--- config.mk ---
export PLATFORM = sky130hd
export DESIGN_NAME = nec_div_sequencer
export DESIGN_NICKNAME = d
export VERILOG_FILES = /design/src/rtl/nec_div_sequencer.sv
export SDC_FILE = /design/constraint.sdc
export NUM_CORES = 1
export LEC_CHECK = 0
export ABC_AREA = 0
export CAP_MARGIN = 0
export CORE_MARGIN = 2
export CORE_UTILIZATION = 39
export DETAILED_ROUTE_END_ITERATION = 16
export PLACE_DENSITY = 0.76
export SLEW_MARGIN = 20
export SYNTH_ARGS = -nofsm -noshare
export SYNTH_HDL_FRONTEND = slang
export SYNTH_SLANG_ARGS = --single-unit
--- constraint.sdc ---
create_clock -name clk -period 4.2 [get_ports clk]
set_input_delay 0.63 -clock clk [delete_from_list [all_inputs] [get_ports clk]]
set_output_delay 0.63 -clock clk [all_outputs]
set_load 0.02 [all_outputs]
--- src/rtl/nec_div_sequencer.sv ---
// nec_div_sequencer: DIV/DIVU sequencer in front of the shared nec_divider.
// Optional minimum-latency padding: define NEC_DIV_CYCLE_PAD_EN.
module nec_div_sequencer #(
  parameter int PAD_WIDE = 38,
  parameter int PAD_BYTE = 24
) (
  input  logic        clk,
  input  logic        reset_n,
  input  logic        ce,
  input  logic        req_valid,
  output logic        req_ready,
  input  logic        req_signed,
  input  logic        req_wide,
  input  logic [31:0] req_dividend,
  input  logic [15:0] req_divisor,
  input  logic        flush,
  output logic        div_start,
  output logic        div_wide,
  output logic [32:0] div_a,
  output logic [32:0] div_b,
  input  logic        div_done,
  input  logic        div_overflow,
  input  logic        div_dbz,
  input  logic [15:0] div_quot,
  input  logic [15:0] div_rem,
  output logic        res_valid,
  input  logic        res_ready,
  output logic [15:0] res_quot,
  output logic [15:0] res_rem,
  output logic        res_error
);

  localparam logic [2:0] S_IDLE  = 3'd0;
  localparam logic [2:0] S_ISSUE = 3'd1;
  localparam logic [2:0] S_WAIT  = 3'd2;
  localparam logic [2:0] S_PAD   = 3'd3;
  localparam logic [2:0] S_RESP  = 3'd4;
  localparam logic [2:0] S_DRAIN = 3'd5;

  logic [2:0]  state;
  logic        sgn;
  logic        accept;
  logic        pad_hit;
  logic        sa_n;
  logic        sb_n;
  logic [32:0] a_n;
  logic [32:0] b_n;
  logic        q_sign;
  logic        err;
  logic [7:0]  q_ext;
  logic [7:0]  r_ext;
  logic [15:0] q_fmt;
  logic [15:0] r_fmt;

  assign req_ready = (state == S_IDLE);
  assign div_start = (state == S_ISSUE);
  assign res_valid = (state == S_RESP);
  assign accept    = req_ready & req_valid & ~flush;

  // Build sign-tagged divider operands from the raw request.
  always_comb begin
    sa_n = req_signed & (req_wide ? req_dividend[31] : req_dividend[15]);
    sb_n = req_signed & (req_wide ? req_divisor[15] : req_divisor[7]);
    if (req_wide) begin
      a_n = {sa_n, req_dividend};
      b_n = {sb_n, {16{sb_n}}, req_divisor};
    end else begin
      a_n = {sa_n, 16'b0, req_dividend[15:0]};
      b_n = {sb_n, {24{sb_n}}, req_divisor[7:0]};
    end
  end

  // Range/sign check of the divider result and byte-result extension.
  always_comb begin
    q_sign = div_wide ? div_quot[15] : div_quot[7];
    err = div_dbz | div_overflow
        | (sgn & (|div_quot) & (q_sign != (div_a[32] ^ div_b[32])))
        | (sgn & ~div_wide & (div_quot[15:8] != {8{div_quot[7]}}));
    q_ext = sgn ? {8{div_quot[7]}} : 8'b0;
    r_ext = sgn ? {8{div_rem[7]}} : 8'b0;
    q_fmt = div_wide ? div_quot : {q_ext, div_quot[7:0]};
    r_fmt = div_wide ? div_rem : {r_ext, div_rem[7:0]};
  end

`ifdef NEC_DIV_CYCLE_PAD_EN
  localparam logic [7:0] LIM_W = 8'(PAD_WIDE - 1);
  localparam logic [7:0] LIM_B = 8'(PAD_BYTE - 1);
  logic [7:0] pad_cnt;

  // Saturating ce-cycle count since accept; equals cycles elapsed.
  always_ff @(posedge clk or negedge reset_n) begin
    if (!reset_n) begin
      pad_cnt <= 8'd0;
    end else if (ce) begin
      if (accept) begin
        pad_cnt <= 8'd1;
      end else if (pad_cnt != 8'hFF) begin
        pad_cnt <= pad_cnt + 8'd1;
      end
    end
  end

  assign pad_hit = pad_cnt >= (div_wide ? LIM_W : LIM_B);
`else
  assign pad_hit = 1'b1;
`endif

  // Request/response sequencing and result capture.
  always_ff @(posedge clk or negedge reset_n) begin
    if (!reset_n) begin
      state     <= S_IDLE;
      sgn       <= 1'b0;
      div_wide  <= 1'b0;
      div_a     <= 33'd0;
      div_b     <= 33'd0;
      res_quot  <= 16'd0;
      res_rem   <= 16'd0;
      res_error <= 1'b0;
    end else if (ce) begin
      case (state)
        S_IDLE: begin
          if (accept) begin
            state    <= S_ISSUE;
            sgn      <= req_signed;
            div_wide <= req_wide;
            div_a    <= a_n;
            div_b    <= b_n;
          end
        end
        S_ISSUE: state <= flush ? S_DRAIN : S_WAIT;
        S_WAIT: begin
          if (div_done) begin
            if (flush) begin
              state <= S_IDLE;
            end else begin
              res_quot  <= q_fmt;
              res_rem   <= r_fmt;
              res_error <= err;
              state     <= pad_hit ? S_RESP : S_PAD;
            end
          end else if (flush) begin
            state <= S_DRAIN;
          end
        end
        S_PAD: begin
          if (flush) state <= S_IDLE;
          else if (pad_hit) state <= S_RESP;
        end
        S_RESP: begin
          if (flush || res_ready) state <= S_IDLE;
        end
        S_DRAIN: begin
          if (div_done) state <= S_IDLE;
        end
        default: state <= S_IDLE;
      endcase
    end
  end

endmodule

==> summary.md <==
| Metric | Value |
|---|---|
| Flop pwr share | 34.9% |
| Pins Over Slew Limit | 0 |
| Routed wire per std cell | about 14 µm |
| Synthesized area | 3830 µm² |
| P_leak | 0.00253 µW |
| Power Dens Cells | between 700 and 800 nW/µm² |
| Worst-path maximum fanout | 58 |
| Synth top area share | between 50% and 60% |
| RSZ-0062 raised after global routing | false |
| Iteration-0 DRC Markers | 165 |
| Min Hold Slack | roughly 0.31 ns |
| Core area | 9640 µm² |
| Remaining global-route overflow | 0 |
| Post-CTS Setup Inserts | 0 |
| Crit-path slowest cell | nand4_4 |
| Top FF cell, synth | dfrtp_1 |
| Die width | 103 µm |
| Via count | 3,144 |
| Routed Antenna Nets | 0 |
| Syn. warnings | 0 |
| Final hold vios | 0 |
| Worst setup SP type | primary input |
| Num ports | 194 |
| Ranking of synthesized cells by area | dfrtp_1 57%, mux2_1 13%, nand2_1 6.1% |
| CP arrival | 2.89 ns |
| Root Buffer | clkbuf_8 |
| Clock sinks | 88 |
| FMAX | 375 MHz |
| Share of post-route cells with drive strength above 1 | 4.98% |
| Internal power | 2690 µW |
| Max-Cap Viols | 0 |
| Post-synth EDFFs | 0 |
| Worst setup startpoint | flush |
| Cts hold-fix bufs | 0 |
| 1st-pass router iterations | 4 |
| CP delay by family, top | buffers and inverters |
| Area grow syn2layout | 56.0% |
| Ant. Diodes | 0 |
| Status | complete, no violations |
| Vias per cell | 4.80 |
| Reg2reg path depth | 4 |
| Clock insertion delay at the later pin of the skew report | 0.34 ns |
| Crit path kind | in -> reg |
| Ys async rst share | 100% |
| Count of cells resized by post-cts repair | 0 |
| Clk_skew | 0.0108 ns |
| Comb pwr share | 49.1% |
| Max-slew headroom | 43.7% |
| Final wirelength | 9480 µm |
| Area leader, netlist | dfrtp_1 |
| Clock share of power | 15.9% |
| DIE AREA | between 10,000 and 15,000 µm² |
| Critical path's largest stage delay | 0.68 ns |
| Worst setup EP type | flop |
| Register area share after synthesis | between 50% and 60% |
| Nets | roughly 610 |
| Sw Share | 37.5% |
| Detail Placement HPWL | 6890 µm |
| HP Class | in -> async |
| Setup violators final | 0 |
| Worst VDD drop | 0.000376 V |
| Port Buf Inserts | 193 |
| CTS tree | built |
| Reg2Reg Setup Slack | roughly 1.8 ns |
| Starting Density | 39.7% |
| Largest net degree at the start of global routing | 89 |
| CP Cell Sequence | clkdlybuf4s50_1, nor2_2, nand4_4, buf_4, mux2_1 |
| CTS Buf Count | 9 |
| H-tree Lvls | 3 |
| TNS Setup | 0 ns |
| Post-synthesis cell type count | 40 |
| Reg clk slew, reported paths | 0.09 ns |
| Global-route wire length before repair | between 10,000 and 15,000 µm |
| Reg-to-reg startpoint | state[1]$_DFFE_PN0P_ |
| Antenna violations before repair | 0 |
| Row count | 36 |
| #FFs+latches synth | 88 |
| GPL Wtd Cong | around 0.81 |
| Post-synthesis cell count | between 300 and 400 |
| Vias in the first global route | 3,057 |
| Worst reg2reg path endpoint | div_a[11]$_DFFE_PN0P_ |
| Slew @ Worst Pin | 0.843 ns |
| CP required | 4.43 ns |
| GRT Total Usage | ~18% |
| Setup crit end | div_a[11]$_DFFE_PN0P_ |
| Psw | 1610 µW |
| Crit path buf inv count | 2 |
| DRC Markers | 0 |
| Syn nets | roughly 440 |
| Period utilization | 63.4% |
| Avg Cell Area, Syn | 11.0 µm² |
| Period minus WS final | 2.66 ns |
| Die Span Y | 103 µm |
| WP depth | 5 |
| CTS max path bufs | 2 |
==> per-stage QoR <==
| stage | util (%) | cells | total power (µW) | instance area (µm²) | worst slack, ns |
|---|---|---|---|---|---|
| 6_report | 62.0 | 655 | 4300 | 5970 | 1.54 |
| 5_1_grt | 62.0 | 655 | 4560 | 5970 | 1.35 |
| 4_1_cts | 61.9 | 655 | 4350 | 5970 | 1.51 |
| 3_5_place_dp | 59.5 | 639 | 3650 | 5730 | 1.14 |
| 3_3_place_gp | 59.5 | 639 | 3600 | 5730 | 1.22 |
| 2_1_floorplan | - | 348 | 2610 | 3830 | 2.47 |
==> final cells by class <==
cell class | count | area [µm²]
tap | 133 | 166
clock buffer | 11 | 131
sequential | 88 | 2200
multi-input combinational | 216 | 1390
clock inverter | 5 | 105
timing repair buffer | 196 | 1960
inverter | 6 | 22.5
fill | 826 | 3670
==> worst register-to-register path, delay by kind of cell (launching register included) <==
family / cells / cell delay [ns]
and+or+nand+nor: 2 / 0.93
DFF: 1 / 0.52
muxes: 1 / 0.33
buffers and inverters: 1 / 0.50
==> synthesized netlist by cell type (2+ instances only) <==
master / n
inv_1: 5
nor3b_2: 2
buf_2: 8
buf_1: 2
a21oi_1: 25
mux2_1: 43
mux2_2: 2
nor4_1: 5
buf_4: 17
nand4_1: 4
dfrtp_1: 88
nor3b_1: 2
nand2_1: 62
clkbuf_1: 10
o21ai_1: 44
nor3_1: 3
nor2_1: 2
o21ai_0: 2
==> cell families (layout without fill, tap and decap cells) <==
| logic type | Yosys count | after routing | share of synthesized area (%) |
|---|---|---|---|
| buf+inv | 44 | 218 | 6.44 |
| compound gates | 79 | 79 | 11.2 |
| xor+xnor | 2 | 2 | 0.457 |
| mux | 46 | 46 | 13.5 |
| simple gates | 89 | 89 | 10.9 |
| flops | 88 | 88 | 57.5 |
==> layer usage <==
metal	track usage [%]	wire, µm
met5	0	0
met3	5.76	834
met2	28.4	4560
met1	21.9	3960
met4	6.48	123
==> power groups by stage <==
stage	logic, µW	clock network, µW	registers, µW
3_5_place_dp	2140	0	1520
3_3_place_gp	2100	0	1500
2_1_floorplan	726	0	1890
4_1_cts	2140	707	1510
6_report	2110	686	1500
5_1_grt	2260	738	1570
==> worst min-delay path by stage <==
stage                             start                  endpoint  slack, ns  cells past startpoint
2_1_floorplan                   reset_n      div_a[0]$_DFFE_PN0P_       0.33                      0
3_3_place_gp      div_a[17]$_DFFE_PN0P_     div_a[17]$_DFFE_PN0P_       0.47                      2
3_5_place_dp   res_quot[15]$_DFFE_PN0P_  res_quot[15]$_DFFE_PN0P_       0.48                      2
4_1_cts        res_quot[15]$_DFFE_PN0P_  res_quot[15]$_DFFE_PN0P_       0.49                      2
5_1_grt                         reset_n   res_rem[12]$_DFFE_PN0P_       0.41                      1
6_report                        reset_n   res_rem[13]$_DFFE_PN0P_       0.31                      1
==> sequential cells by signal (all words and copies together), names as in the netlist <==
register / count
sgn: 1
res_error: 1
div_b: 17
div_wide: 1
res_rem: 16
res_quot: 16
state: 3
div_a: 33
==> cell usage in the layout, fill, tap and decap left out, drive strengths merged, types with 2 or more instances in the layout <==
| cell | netlist | layout |
|---|---|---|
| a21oi | 25 | 25 |
| a41oi | 2 | 2 |
| buf | 28 | 4 |
| bufinv | 0 | 3 |
| clkbuf | 10 | 11 |
| clkdlybuf4s50 | 0 | 192 |
| clkinvlp | 0 | 2 |
| dfrtp | 88 | 88 |
| inv | 6 | 6 |
| mux2 | 45 | 45 |
| nand2 | 62 | 62 |
| nand4 | 5 | 5 |
| nor2 | 3 | 3 |
| nor3 | 3 | 3 |
| nor3b | 4 | 4 |
| nor4 | 5 | 5 |
| o21ai | 46 | 46 |
(Power assumes the default switching activity.)
==> edit: new RTL, same settings <==
The option `NEC_DIV_CYCLE_PAD_EN` is turned on by a define.
--- a/src/rtl/nec_div_sequencer.sv
+++ b/src/rtl/nec_div_sequencer.sv
@@ -1,5 +1,7 @@
 // nec_div_sequencer: DIV/DIVU sequencer in front of the shared nec_divider.
 // Optional minimum-latency padding: define NEC_DIV_CYCLE_PAD_EN.
+`define NEC_DIV_CYCLE_PAD_EN
+
 module nec_div_sequencer #(
   parameter int PAD_WIDE = 38,
   parameter int PAD_BYTE = 24
Behaviour: not the same (Yosys sat finds a counterexample within 4 cycles, from zero or initial values and one cycle with reset_n low).
==> edit against the original RTL <==
  * Synthesized area increased by 16%
  * Sequential power increased by 9%
  * Highest routed layer unchanged
  * Clock skew decreased by 0.0053 ns
  * Final area increased by 9.8%
  * First-iteration DRC count increased by 62%
  * Setup slack got worse by 0.033 ns
  * Core utilization decreased by 2.2 points
  * Combinational power increased by 3%
  * Synthesized cell count increased by 32%
  * Global-route usage increased by 1.7 points
  * Sequential cell count increased by 8
  * Fmax decreased by 1.2%
  * Routed wire length increased by 22%
  * Total power increased by 8.3%
==> edit: results (changes against the original RTL) <==
[grt]
grtUsageMet2_pct = 30.96  ; +2.5 points
grt_first_pass_wirelength_um = 19440  ; +34%
grt_pass1_vias = 3912  ; +28%
grtUsageMet3_pct = 7.108  ; +1.3 points
gr-usage-met1_pct = 23.67  ; +1.7 points
track_usage_pct = 19.22  ; +1.7 points
grt_start_max_net_pins = 75  ; -16%

[sta]
clock-skew-final_ns = 0.005525  ; -0.005289 ns
whs_ns = 0.4206  ; +0.1059 ns
fmax_mhz = 370.9  ; -1.2%
worstMarginPinSlew_ns = 0.9315  ; +0.08843 ns

[clocking]
clkTransAtPathRegs_ns = 0.06  ; -0.03 ns
clkLatencyLatePin_ns = 0.34  ; about the same
clock-root-buffer = clkbuf_16
clockBufferDepth = 2  ; unchanged

[power_and_ir_drop]
vdd_drop_max_mv = 0.4370  ; +16%
static-leakage-power_nw = 2.951  ; +17%

[critical_path]
cp_top_family = compound AO/OA/AOI/OAI gates
arrival_ns = 2.91  ; +0.02 ns
reg2reg_slack_ns = 1.50  ; -0.30 ns
r2r_cells = 6  ; +2
cp_max_fo = 22  ; -62%
crit_path_top_delay_cell = dfrtp_1
cp_slowest_stage_delay_ns = 0.83  ; +0.15 ns

[status]
outcome = completed

[placement]
dpl.hpwl_um = 8330  ; +21%
gp_congestion = 0.7938  ; -1.6%

[final_layout]
fillCellCount = 953  ; +15%
fin_nets = 715  ; +18%

[synth]
ys_seq_area_share_pct = 54.05  ; -3.4 points
yosys-top-cells-area = dfrtp_1 54%, nand2_1 10%, a21oi_1 4.8%
synth_nets = 554  ; +26%
synth_fa_ha_area_share_pct = 1.126  ; +1.1 points
synth_xor_xnor_area_share_pct = 1.182  ; +0.73 points
yosys.cell_types.count = 50  ; +25%
synth_compound_area_share_pct = 11.04  ; -0.20 points
synthFlopType = dfrtp_1
synth_mux_area_share_pct = 4.786  ; -8.7 points
synth.top_cells.by_count = 120 x nand2_1, 96 x dfrtp_1, 43 x a21oi_1

[drt]
drt-initial-drc-count = 268  ; +62%
dr.pass1.iters = 4  ; unchanged
wl_per_cell_um = 15.15  ; +4.7%
vias = 3846  ; +22%

## edit: per-layer routing
layer	part of all wire (%)	routed length [um]
met5	0	0
met4	1.6	187
met3	9.8	1138
met2	46	5324
met1	43	4921
## edit: worst paths after layout
path | to | start
max reg2reg | state[2]$_DFFE_PN0P_ | div_wide$_DFFE_PN0P_
max | state[2]$_DFFE_PN0P_ | div_wide$_DFFE_PN0P_
min reg2reg | div_a[16]$_DFFE_PN0P_ | div_a[16]$_DFFE_PN0P_
max in group asynchronous | div_b[12]$_DFFE_PN0P_ | reset_n
min | div_a[6]$_DFFE_PN0P_ | reset_n
min in group clk | div_a[16]$_DFFE_PN0P_ | div_a[16]$_DFFE_PN0P_
## edit: cell families (layout without fill, tap and decap cells)
| kind of cell | Yosys count | in the layout |
|---|---|---|
| AND/OR/NAND/NOR | 198 | 198 |
| AO/OA/AOI/OAI | 84 | 84 |
| multiplexers | 19 | 19 |
| XOR/XNOR | 6 | 6 |
| flip-flops | 96 | 96 |
| adder cells (fa/ha/maj) | 4 | 4 |
| buffers and inverters | 52 | 217 |
## edit: through the flow
step / instance area, sq um / worst slack [ns] / total power [mW] / cells
global placement: 6250 / 1.258 / 3.768 / 749
global route: 6560 / 1.259 / 4.957 / 764
CTS: 6560 / 1.498 / 4.706 / 764
finish: 6560 / 1.504 / 4.655 / 764
detailed placement: 6250 / 1.153 / 3.834 / 749
floorplan: 4444 / 2.126 / 2.784 / 459
## edit: power by group
part / internal [mW] / leakage, nW / total [mW] / switching, mW
Combinational: 1.05 / 1.56 / 2.17 / 1.12
Sequential: 1.31 / 1.24 / 1.63 / 0.323
Clock: 0.516 / 0.147 / 0.852 / 0.337
Total: 2.88 / 2.95 / 4.65 / 1.78
## edit: final cells by class
| cell class | instances | area share, % |
|---|---|---|
| sequential | 96 | 36.62 |
| timing repair buffer | 197 | 29.87 |
| multi-input combinational | 311 | 25.82 |
| clock buffer | 9 | 3.433 |
| tap | 140 | 2.670 |
| clock inverter | 6 | 1.297 |
| inverter | 5 | 0.2861 |
## edit: worst register-to-register path, stage by stage (launching register included)
cell	delay, ns
dfrtp_1	0.83
inv_1	0.23
ha_1	0.37
a2111oi_0	0.52
o21ai_0	0.24
a31oi_1	0.27
o21ai_1	0.11
